`src/rtl/seg_execute_muldiv_ctrl_if.sv`:
```
// ---------------------------------------------------------------------------
// seg_execute_muldiv_ctrl_if
//   Command/result bundle between the EX stage and the mul/div sequencer.
//   master : EX side (drives command, reads busy/done/HI/LO)
//   slave  : sequencer side
//   i_start/i_op/i_data_a/i_data_b : command and forwarded rs/rt operands
//   i_flush                        : abort in-flight op, suppress same-cycle start
//   o_busy/o_done/o_div0           : stall, completion pulse, divide-by-zero pulse
//   o_hi/o_lo                      : architectural HI/LO registers
// ---------------------------------------------------------------------------
interface seg_execute_muldiv_ctrl_if #(
    parameter int LEN   = 32,
    parameter int NB_OP = 3
);
    logic             i_start;
    logic [NB_OP-1:0] i_op;
    logic [LEN-1:0]   i_data_a;
    logic [LEN-1:0]   i_data_b;
    logic             i_flush;
    logic             o_busy;
    logic             o_done;
    logic [LEN-1:0]   o_hi;
    logic [LEN-1:0]   o_lo;
    logic             o_div0;

    modport master (
        output i_start, i_op, i_data_a, i_data_b, i_flush,
        input  o_busy, o_done, o_hi, o_lo, o_div0
    );

    modport slave (
        input  i_start, i_op, i_data_a, i_data_b, i_flush,
        output o_busy, o_done, o_hi, o_lo, o_div0
    );
endinterface

```
`src/rtl/seg_execute_muldiv_ctrl.sv`:
```
// ---------------------------------------------------------------------------
// seg_execute_muldiv_ctrl
//   Iterative multiply/divide sequencer beside the EX stage. Runs a shift-add
//   multiply or restoring divide over LEN cycles (IDLE -> RUN -> FIX), owns
//   HI/LO and raises o_busy as a pipeline stall while an op is in flight.
//   Ports:
//     i_clk, i_rst : clock, synchronous active-high reset
//     bus (slave)  : command in, busy/done/div0/HI/LO out
//   Optional macro MDU_DIV0_DETECT_EN: divide by zero short-cuts straight to
//   FIX (HI=dividend, LO=all ones) and pulses o_div0 with o_done. Without it
//   a zero divisor runs the normal iteration and o_div0 is tied low.
// ---------------------------------------------------------------------------
module seg_execute_muldiv_ctrl #(
    parameter int LEN    = 32,
    parameter int NB_OP  = 3,
    parameter int NB_CNT = 6
) (
    input  logic                     i_clk,
    input  logic                     i_rst,
    seg_execute_muldiv_ctrl_if.slave bus
);
    localparam logic [NB_OP-1:0] OP_MULT  = NB_OP'(1);
    localparam logic [NB_OP-1:0] OP_MULTU = NB_OP'(2);
    localparam logic [NB_OP-1:0] OP_DIV   = NB_OP'(3);
    localparam logic [NB_OP-1:0] OP_DIVU  = NB_OP'(4);
    localparam logic [NB_OP-1:0] OP_MTHI  = NB_OP'(5);
    localparam logic [NB_OP-1:0] OP_MTLO  = NB_OP'(6);

    typedef enum logic [1:0] {IDLE, RUN, FIX} state_t;

    state_t            state;
    logic [NB_CNT-1:0] cnt;
    logic [2*LEN-1:0]  acc;     // mult: {partial, multiplier}; div: {rem, quot}
    logic [LEN-1:0]    opnd;    // multiplicand or divisor magnitude
    logic              is_div;
    logic              neg_p;   // negate product / quotient
    logic              neg_r;   // negate remainder
    logic              busy, done, div0;
    logic [LEN-1:0]    hi, lo;
`ifdef MDU_DIV0_DETECT_EN
    logic              div0_pend;
`endif

    // operand magnitudes for the incoming command
    logic           is_sgn, is_mul_op, is_div_op;
    logic [LEN-1:0] mag_a, mag_b;
    always_comb begin
        is_mul_op = (bus.i_op == OP_MULT) || (bus.i_op == OP_MULTU);
        is_div_op = (bus.i_op == OP_DIV)  || (bus.i_op == OP_DIVU);
        is_sgn    = (bus.i_op == OP_MULT) || (bus.i_op == OP_DIV);
        mag_a     = (is_sgn && bus.i_data_a[LEN-1]) ? -bus.i_data_a : bus.i_data_a;
        mag_b     = (is_sgn && bus.i_data_b[LEN-1]) ? -bus.i_data_b : bus.i_data_b;
    end

    // one iteration step of each algorithm, plus sign fix-up of the result
    logic [LEN:0]     mul_sum;
    logic [2*LEN:0]   div_sh;
    logic [LEN:0]     div_diff;
    logic [2*LEN-1:0] step_nxt;
    logic [2*LEN-1:0] prod_fix;
    logic [LEN-1:0]   fix_hi, fix_lo;
    always_comb begin
        mul_sum  = {1'b0, acc[2*LEN-1:LEN]} + (acc[0] ? {1'b0, opnd} : '0);
        div_sh   = {acc, 1'b0};
        div_diff = div_sh[2*LEN:LEN] - {1'b0, opnd};
        if (!is_div)
            step_nxt = {mul_sum, acc[LEN-1:1]};
        else if (!div_diff[LEN])   // trial subtraction fits: keep it, quotient bit 1
            step_nxt = {div_diff[LEN-1:0], div_sh[LEN-1:1], 1'b1};
        else
            step_nxt = div_sh[2*LEN-1:0];

        prod_fix = neg_p ? -acc : acc;
        if (is_div) begin
            fix_hi = neg_r ? -acc[2*LEN-1:LEN] : acc[2*LEN-1:LEN];
            fix_lo = neg_p ? -acc[LEN-1:0]     : acc[LEN-1:0];
        end else begin
            fix_hi = prod_fix[2*LEN-1:LEN];
            fix_lo = prod_fix[LEN-1:0];
        end
    end

    always_ff @(posedge i_clk) begin
        if (i_rst) begin
            state  <= IDLE;
            cnt    <= '0;
            acc    <= '0;
            opnd   <= '0;
            is_div <= 1'b0;
            neg_p  <= 1'b0;
            neg_r  <= 1'b0;
            busy   <= 1'b0;
            done   <= 1'b0;
            div0   <= 1'b0;
            hi     <= '0;
            lo     <= '0;
`ifdef MDU_DIV0_DETECT_EN
            div0_pend <= 1'b0;
`endif
        end else begin
            done <= 1'b0;
            div0 <= 1'b0;
            case (state)
                IDLE: begin
                    if (bus.i_start && !bus.i_flush) begin
                        if (is_mul_op || is_div_op) begin
                            cnt    <= '0;
                            is_div <= is_div_op;
                            neg_p  <= is_sgn && (bus.i_data_a[LEN-1] ^ bus.i_data_b[LEN-1]);
                            neg_r  <= is_sgn && bus.i_data_a[LEN-1];
                            acc    <= is_div_op ? {{LEN{1'b0}}, mag_a} : {{LEN{1'b0}}, mag_b};
                            opnd   <= is_div_op ? mag_b : mag_a;
                            busy   <= 1'b1;
                            state  <= RUN;
`ifdef MDU_DIV0_DETECT_EN
                            div0_pend <= 1'b0;
                            if (is_div_op && (bus.i_data_b == '0)) begin
                                // unsigned view of the raw dividend, no sign fix-up
                                acc       <= {bus.i_data_a, {LEN{1'b1}}};
                                neg_p     <= 1'b0;
                                neg_r     <= 1'b0;
                                div0_pend <= 1'b1;
                                state     <= FIX;
                            end
`endif
                        end else if (bus.i_op == OP_MTHI) begin
                            hi <= bus.i_data_a;
                        end else if (bus.i_op == OP_MTLO) begin
                            lo <= bus.i_data_a;
                        end
                    end
                end
                RUN: begin
                    if (bus.i_flush) begin
                        busy  <= 1'b0;
                        state <= IDLE;
                    end else begin
                        acc <= step_nxt;
                        cnt <= cnt + 1'b1;
                        if (cnt == NB_CNT'(LEN-1))
                            state <= FIX;
                    end
                end
                FIX: begin
                    busy  <= 1'b0;
                    state <= IDLE;
                    if (!bus.i_flush) begin
                        hi   <= fix_hi;
                        lo   <= fix_lo;
                        done <= 1'b1;
`ifdef MDU_DIV0_DETECT_EN
                        div0 <= div0_pend;
`endif
                    end
                end
                default: begin
                    busy  <= 1'b0;
                    state <= IDLE;
                end
            endcase
        end
    end

    assign bus.o_busy = busy;
    assign bus.o_done = done;
    assign bus.o_div0 = div0;
    assign bus.o_hi   = hi;
    assign bus.o_lo   = lo;
endmodule

```
`src/flat_wrapper.sv`:
```
// flat-port wrapper written by rule: the top's interface ports become plain ports
module seg_execute_muldiv_ctrl_flat 
#(
    parameter int LEN    = 32,
    parameter int NB_OP  = 3,
    parameter int NB_CNT = 6
)
  (i_clk, i_rst, bus_i_start, bus_i_op, bus_i_data_a, bus_i_data_b, bus_i_flush, bus_o_busy, bus_o_done, bus_o_hi, bus_o_lo, bus_o_div0);
  seg_execute_muldiv_ctrl_if #(.LEN(LEN), .NB_OP(NB_OP)) bus_i ();
  input  logic i_clk;
  input  logic i_rst;
  input wire logic [$bits(bus_i.i_start)-1:0] bus_i_start;
  input wire logic [$bits(bus_i.i_op)-1:0] bus_i_op;
  input wire logic [$bits(bus_i.i_data_a)-1:0] bus_i_data_a;
  input wire logic [$bits(bus_i.i_data_b)-1:0] bus_i_data_b;
  input wire logic [$bits(bus_i.i_flush)-1:0] bus_i_flush;
  output wire logic [$bits(bus_i.o_busy)-1:0] bus_o_busy;
  output wire logic [$bits(bus_i.o_done)-1:0] bus_o_done;
  output wire logic [$bits(bus_i.o_hi)-1:0] bus_o_hi;
  output wire logic [$bits(bus_i.o_lo)-1:0] bus_o_lo;
  output wire logic [$bits(bus_i.o_div0)-1:0] bus_o_div0;
  assign bus_i.i_start = bus_i_start;
  assign bus_i.i_op = bus_i_op;
  assign bus_i.i_data_a = bus_i_data_a;
  assign bus_i.i_data_b = bus_i_data_b;
  assign bus_i.i_flush = bus_i_flush;
  assign bus_o_busy = bus_i.o_busy;
  assign bus_o_done = bus_i.o_done;
  assign bus_o_hi = bus_i.o_hi;
  assign bus_o_lo = bus_i.o_lo;
  assign bus_o_div0 = bus_i.o_div0;
  seg_execute_muldiv_ctrl #(.LEN(LEN), .NB_OP(NB_OP), .NB_CNT(NB_CNT)) u_core (.i_clk(i_clk), .i_rst(i_rst), .bus(bus_i));
endmodule
```
`config.mk`:
```
export PLATFORM = sky130hd
export DESIGN_NAME = seg_execute_muldiv_ctrl_flat
export DESIGN_NICKNAME = d
export VERILOG_FILES = /design/src/rtl/seg_execute_muldiv_ctrl_if.sv /design/src/rtl/seg_execute_muldiv_ctrl.sv /design/src/flat_wrapper.sv
export SDC_FILE = /design/constraint.sdc
export NUM_CORES = 1
export LEC_CHECK = 0
export ABC_CLOCK_PERIOD_IN_PS = 3400
export CAP_MARGIN = 20
export CORE_UTILIZATION = 50
export CTS_BUF_LIST = sky130_fd_sc_hd__clkbuf_8
export DETAILED_ROUTE_END_ITERATION = 16
export GPL_TIMING_DRIVEN = 0
export PLACE_DENSITY = 0.73
export SYNTH_ARGS = -nofsm -noshare
export SYNTH_HDL_FRONTEND = slang
export SYNTH_SLANG_ARGS = --single-unit
```
`constraint.sdc`:
```
create_clock -name i_clk -period 3.4 [get_ports i_clk]
set_input_delay 1.02 -clock i_clk [delete_from_list [all_inputs] [get_ports i_clk]]
set_output_delay 1.02 -clock i_clk [all_outputs]
set_load 0.01 [all_outputs]
```
==> out/summary.md <==
The run finished, with violations left. The final reports fail on setup timing. Sorting the synthesized cells by area gives the leading types as dfxtp_1, a21oi_1, nor2_1. The number of distinct library cells after synthesis was 77; the fraction of the cycle the final worst path needs was 101%. The biggest area consumer among synthesized cells is dfxtp_1. The slack of the worst reg-to-reg path was -50 ps; the overall die width was 173 um. Met2 routed wirelength: 26.3 mm. The HPWL after detailed placement is 49.3 mm.

In this run, the clock network consumes 27.4% of the power. For this run, asynchronously set or reset flops after synthesis account for 0%. The sequential group share of total power was 38.2%; the count of clock tree sinks was 173. The clock arrives with 28.4 ps of skew. Number of synthesis warnings: 0.

Leaving out fill and tap cells, the most frequent cell in the layout is nand2_1. Number of buffers created by CTS: 17. For this block, wires on met1 add up to 26.1 mm. For the number of maximum-capacitance violations, the log shows 0. Cells with a size suffix above 1 make up 10.6% of the layout. OpenSTA, run right after detailed placement, puts the worst setup slack at -1160 ps. Row generation in the floorplan step produced 62 rows. The area share of fa/ha/maj cells after synthesis is 6.16%, and the cell-internal power is 3.41 mW.

The run gives 63.5 mm as the sum of routed wire length over all layers. After filler insertion, the fill cell instance count of the layout stands at 2704. The congestion estimate from routability-driven global placement came to 1.04. The area used by sequential logic in the layout was 3520 um2; the number of nets produced by synthesis was 2247.

The count of nets left with antenna violations once routing finished came out at 0. The final layout contains 2423 nets. Summed over all nets, the switching power comes to 2.27 mW.

The tools report the post-synthesis sequential area ratio as 23.6%. The largest family of logic cells by synthesized area was compound AO/OA/AOI/OAI gates. The endpoint identified for the worst register-to-register timing path is u_core.acc[58]. After detailed routing, the average wire length per cell comes to 23.7 um.

The number of synthesized register bits was 173; the xor/xnor share of the synthesized area was 10.4%. Summing all multi-input logic gate instances after layout gives 11000 um2. For this design the static power due to leakage is 6.77 nW. Wire segments on met3 add up to 7.92 mm in the final route. Among all flip-flop cells after synthesis, the most frequent one is dfxtp_1.

Following the worst setup path forward leads to its endpoint at u_core.acc[58]. Setup repair after global routing could not meet its margin everywhere. After detailed routing, the number of remaining DRC violations is 0. Data on the critical path arrives at its endpoint at 3840 ps. Counting tap cells, the placed design contains a total of 2623 instances.

The tools report the origin of the worst min-delay path as u_core.opnd[10]. Synthesis produced 2105 cells. The full die area was 30000 um2.

Entering global routing, the biggest net connects 20 pins. In the layout the commonest cells are nand2_1, nor2_1, a21oi_1, dfxtp_1, clkdlybuf4s50_1. The portion of synthesized area spent on multiplexers is 3.17%.

The tools report the via count of the first global-routing pass as 15700. The critical path startpoint was u_core.acc[31]. At the end of the flow the core is filled with cells to 62.2%.

The tools report the count of TritonRoute iterations in the first routing pass as 7. Dividing the detail-routed via count by the number of cells gives 6.48. Global routing used 40.5% of the available tracks. Synthesized area per cell: 6.97 um2. The headroom to the max-slew limit was 21.0%; the via count was 17400. Summing the areas of all compound-gate instances in the mapped netlist gives 26.9% of the synthesized area.

The critical path class is register to register. The share of total power dissipated in combinational logic is 34.3%. The cell sitting at the root of the clock tree is a clkbuf_8. Of the total synthesized cell area, the portion taken by AND, OR, NAND and NOR gates is 24.3%.

The number of enable flip-flop cells after synthesis was 0. The post-synthesis cell area came out at 14700 um2. The growth of design area from synthesis to finish came out at 22.1%. Setup violations remaining at the end of the flow were counted as 2.

The hold violation count in the final report is 0, and the count of buffers inserted at the top-level ports is 134. The worst hold-check path type is register to register. After clock tree synthesis, the clock-pin slew on the worst setup and hold paths is 110 ps.

The H-tree depth reported by CTS came out at 4. The tools report the number of antenna violations at the first check in global routing as 0. STA classifies the critical path endpoint as a register.

For the pin with the worst max-slew slack, the measured transition is 1180 ps. The highest achievable clock rate came out at 290 MHz. In this run the top signal layer used is met4.

Dividing total power by cell area gives a power density of 317 nW/um2. STA puts the critical path data required time at 3800 ps. The logic depth of the worst register-to-register path came out at 16. After the flow finishes, the layout carries non-filler instances totaling 2680. The first global-routing pass estimated 93.2 mm of wire. The logs give 51.0% for the initial core utilization and 460 ps for the final hold slack.

The core footprint was 28800 um2. For this run the aggregate overflow at the end of global routing stands at 0. The tools report the number of pins with negative max-slew slack in the final report as 0. The minimum period implied by the final worst setup slack is 3450 ps. The reg-to-reg critical path startpoint was u_core.acc[31]. The final worst slack was -49.4 ps.

The starting DRC count in detailed routing is 2112. For the number of buffers on the longest clock path, the log shows 2. 138 I/O pins were placed. Of the total power, the share spent switching nets is 40.0%. The area share of the leading cell type in the synthesized netlist came out at 23.6%.

The category of the worst setup path launch point was a register. The maximum ir drop on the vdd rail was 0.219 mV. The largest driver fanout on the critical path came out at 7. TritonCTS built the clock tree. The die is 173 um tall. Clock latency on the worst-skew pair, taken at its later pin, is 510 ps.
per-stage QoR:
stage          setup TNS [ps]  power [mW]  instance area (um2)
6_report                -85.9        5.67                17900
5_1_grt                  -933        5.84                17900
4_1_cts                 -30.1        5.35                17300
3_5_place_dp           -86610        3.76                16500
3_3_place_gp           -81220        3.75                16500
2_1_floorplan           -64.0        3.20                14700
state kept, by name, summed over array words and instances (netlist names):
name	cells
u_core.acc	64
u_core.bus.o_busy	1
u_core.bus.o_done	1
u_core.bus.o_hi	32
u_core.bus.o_lo	32
u_core.cnt	6
u_core.is_div	1
u_core.neg_p	1
u_core.neg_r	1
u_core.opnd	32
u_core.state	2
logic make-up (layout without fill, tap and decap cells):
| group | Yosys count | in the layout |
|---|---|---|
| fa+ha+maj | 71 | 71 |
| simple gates | 795 | 795 |
| compound gates | 641 | 641 |
| buf+inv | 203 | 392 |
| xor+xnor | 175 | 175 |
| mux | 46 | 46 |
| other cells | 1 | 3 |
| flops | 173 | 173 |
cells in the mapped netlist (16+ instances only):
library cell  count
nor2_1          272
nand2_1         265
a21oi_1         232
dfxtp_1         173
o21ai_0         141
clkbuf_1        116
xor2_1           98
xnor2_1          77
ha_1             69
nor3_1           67
inv_1            60
nand3_1          59
a211oi_1         54
mux2i_1          42
a21o_1           27
nand2b_1         24
o31ai_1          22
a22oi_1          19
a31oi_1          19
a311oi_1         17
o211ai_1         16
o41ai_1          16
worst min path at each step:
stage | end | slack, ps | cells past startpoint
after global routing | u_core.opnd[19] | 480 | 2
after floorplan | u_core.opnd[10] | 430 | 2
after global placement | u_core.opnd[10] | 440 | 2
after detailed placement | u_core.opnd[10] | 450 | 2
after CTS | u_core.opnd[10] | 460 | 2
final | u_core.opnd[10] | 460 | 2
repair_timing:
action                                  4_1_cts  5_1_grt
gates resized for setup                     119      151
endpoints found under the setup margin      108       96
hold buffers                                  0        0
pin swaps                                    13       39
cloned                                        1        3
buffers inserted                             13       14
layout make-up:
| type | instances | area share, % |
|---|---|---|
| multi-input combinational | 1729 | 61.5 |
| sequential | 173 | 19.6 |
| timing repair buffer | 164 | 8.99 |
| buffer | 136 | 3.60 |
| tap | 384 | 2.68 |
| clock buffer | 17 | 1.31 |
| inverter | 60 | 1.29 |
| clock inverter | 15 | 0.957 |
| antenna | 2 | 0.0279 |
routing by layer:
metal / GRT usage, % / vias to the layer above
met1: 55.2 / 8109
li1: - / 7852
met4: 19.4 / 0
met2: 59.1 / 1187
met3: 10.6 / 209
met5: 0 / -
power groups by stage:
stage          sequential (mW)  combinational, mW  clock [mW]
5_1_grt                   2.17               2.05        1.62
2_1_floorplan             2.18               1.01           0
4_1_cts                   2.16               1.66        1.53
3_3_place_gp              2.21               1.54           0
6_report                  2.17               1.95        1.56
3_5_place_dp              2.21               1.55           0
worst max-delay path: stages, from the launching register on:
cell and delay [ps]:
dfxtp_4 380, inv_6 40, ha_4 160, fa_2 380
nand2b_4 180, a2111oi_4 380, o311ai_4 170, a211oi_2 250
buf_4 170, or2_4 150, a221oi_4 70, xor2_2 140
buf_6 160, buf_12 160, nor2_1 60, a22o_1 230
a221o_1 260
(Power assumes the default switching activity.)
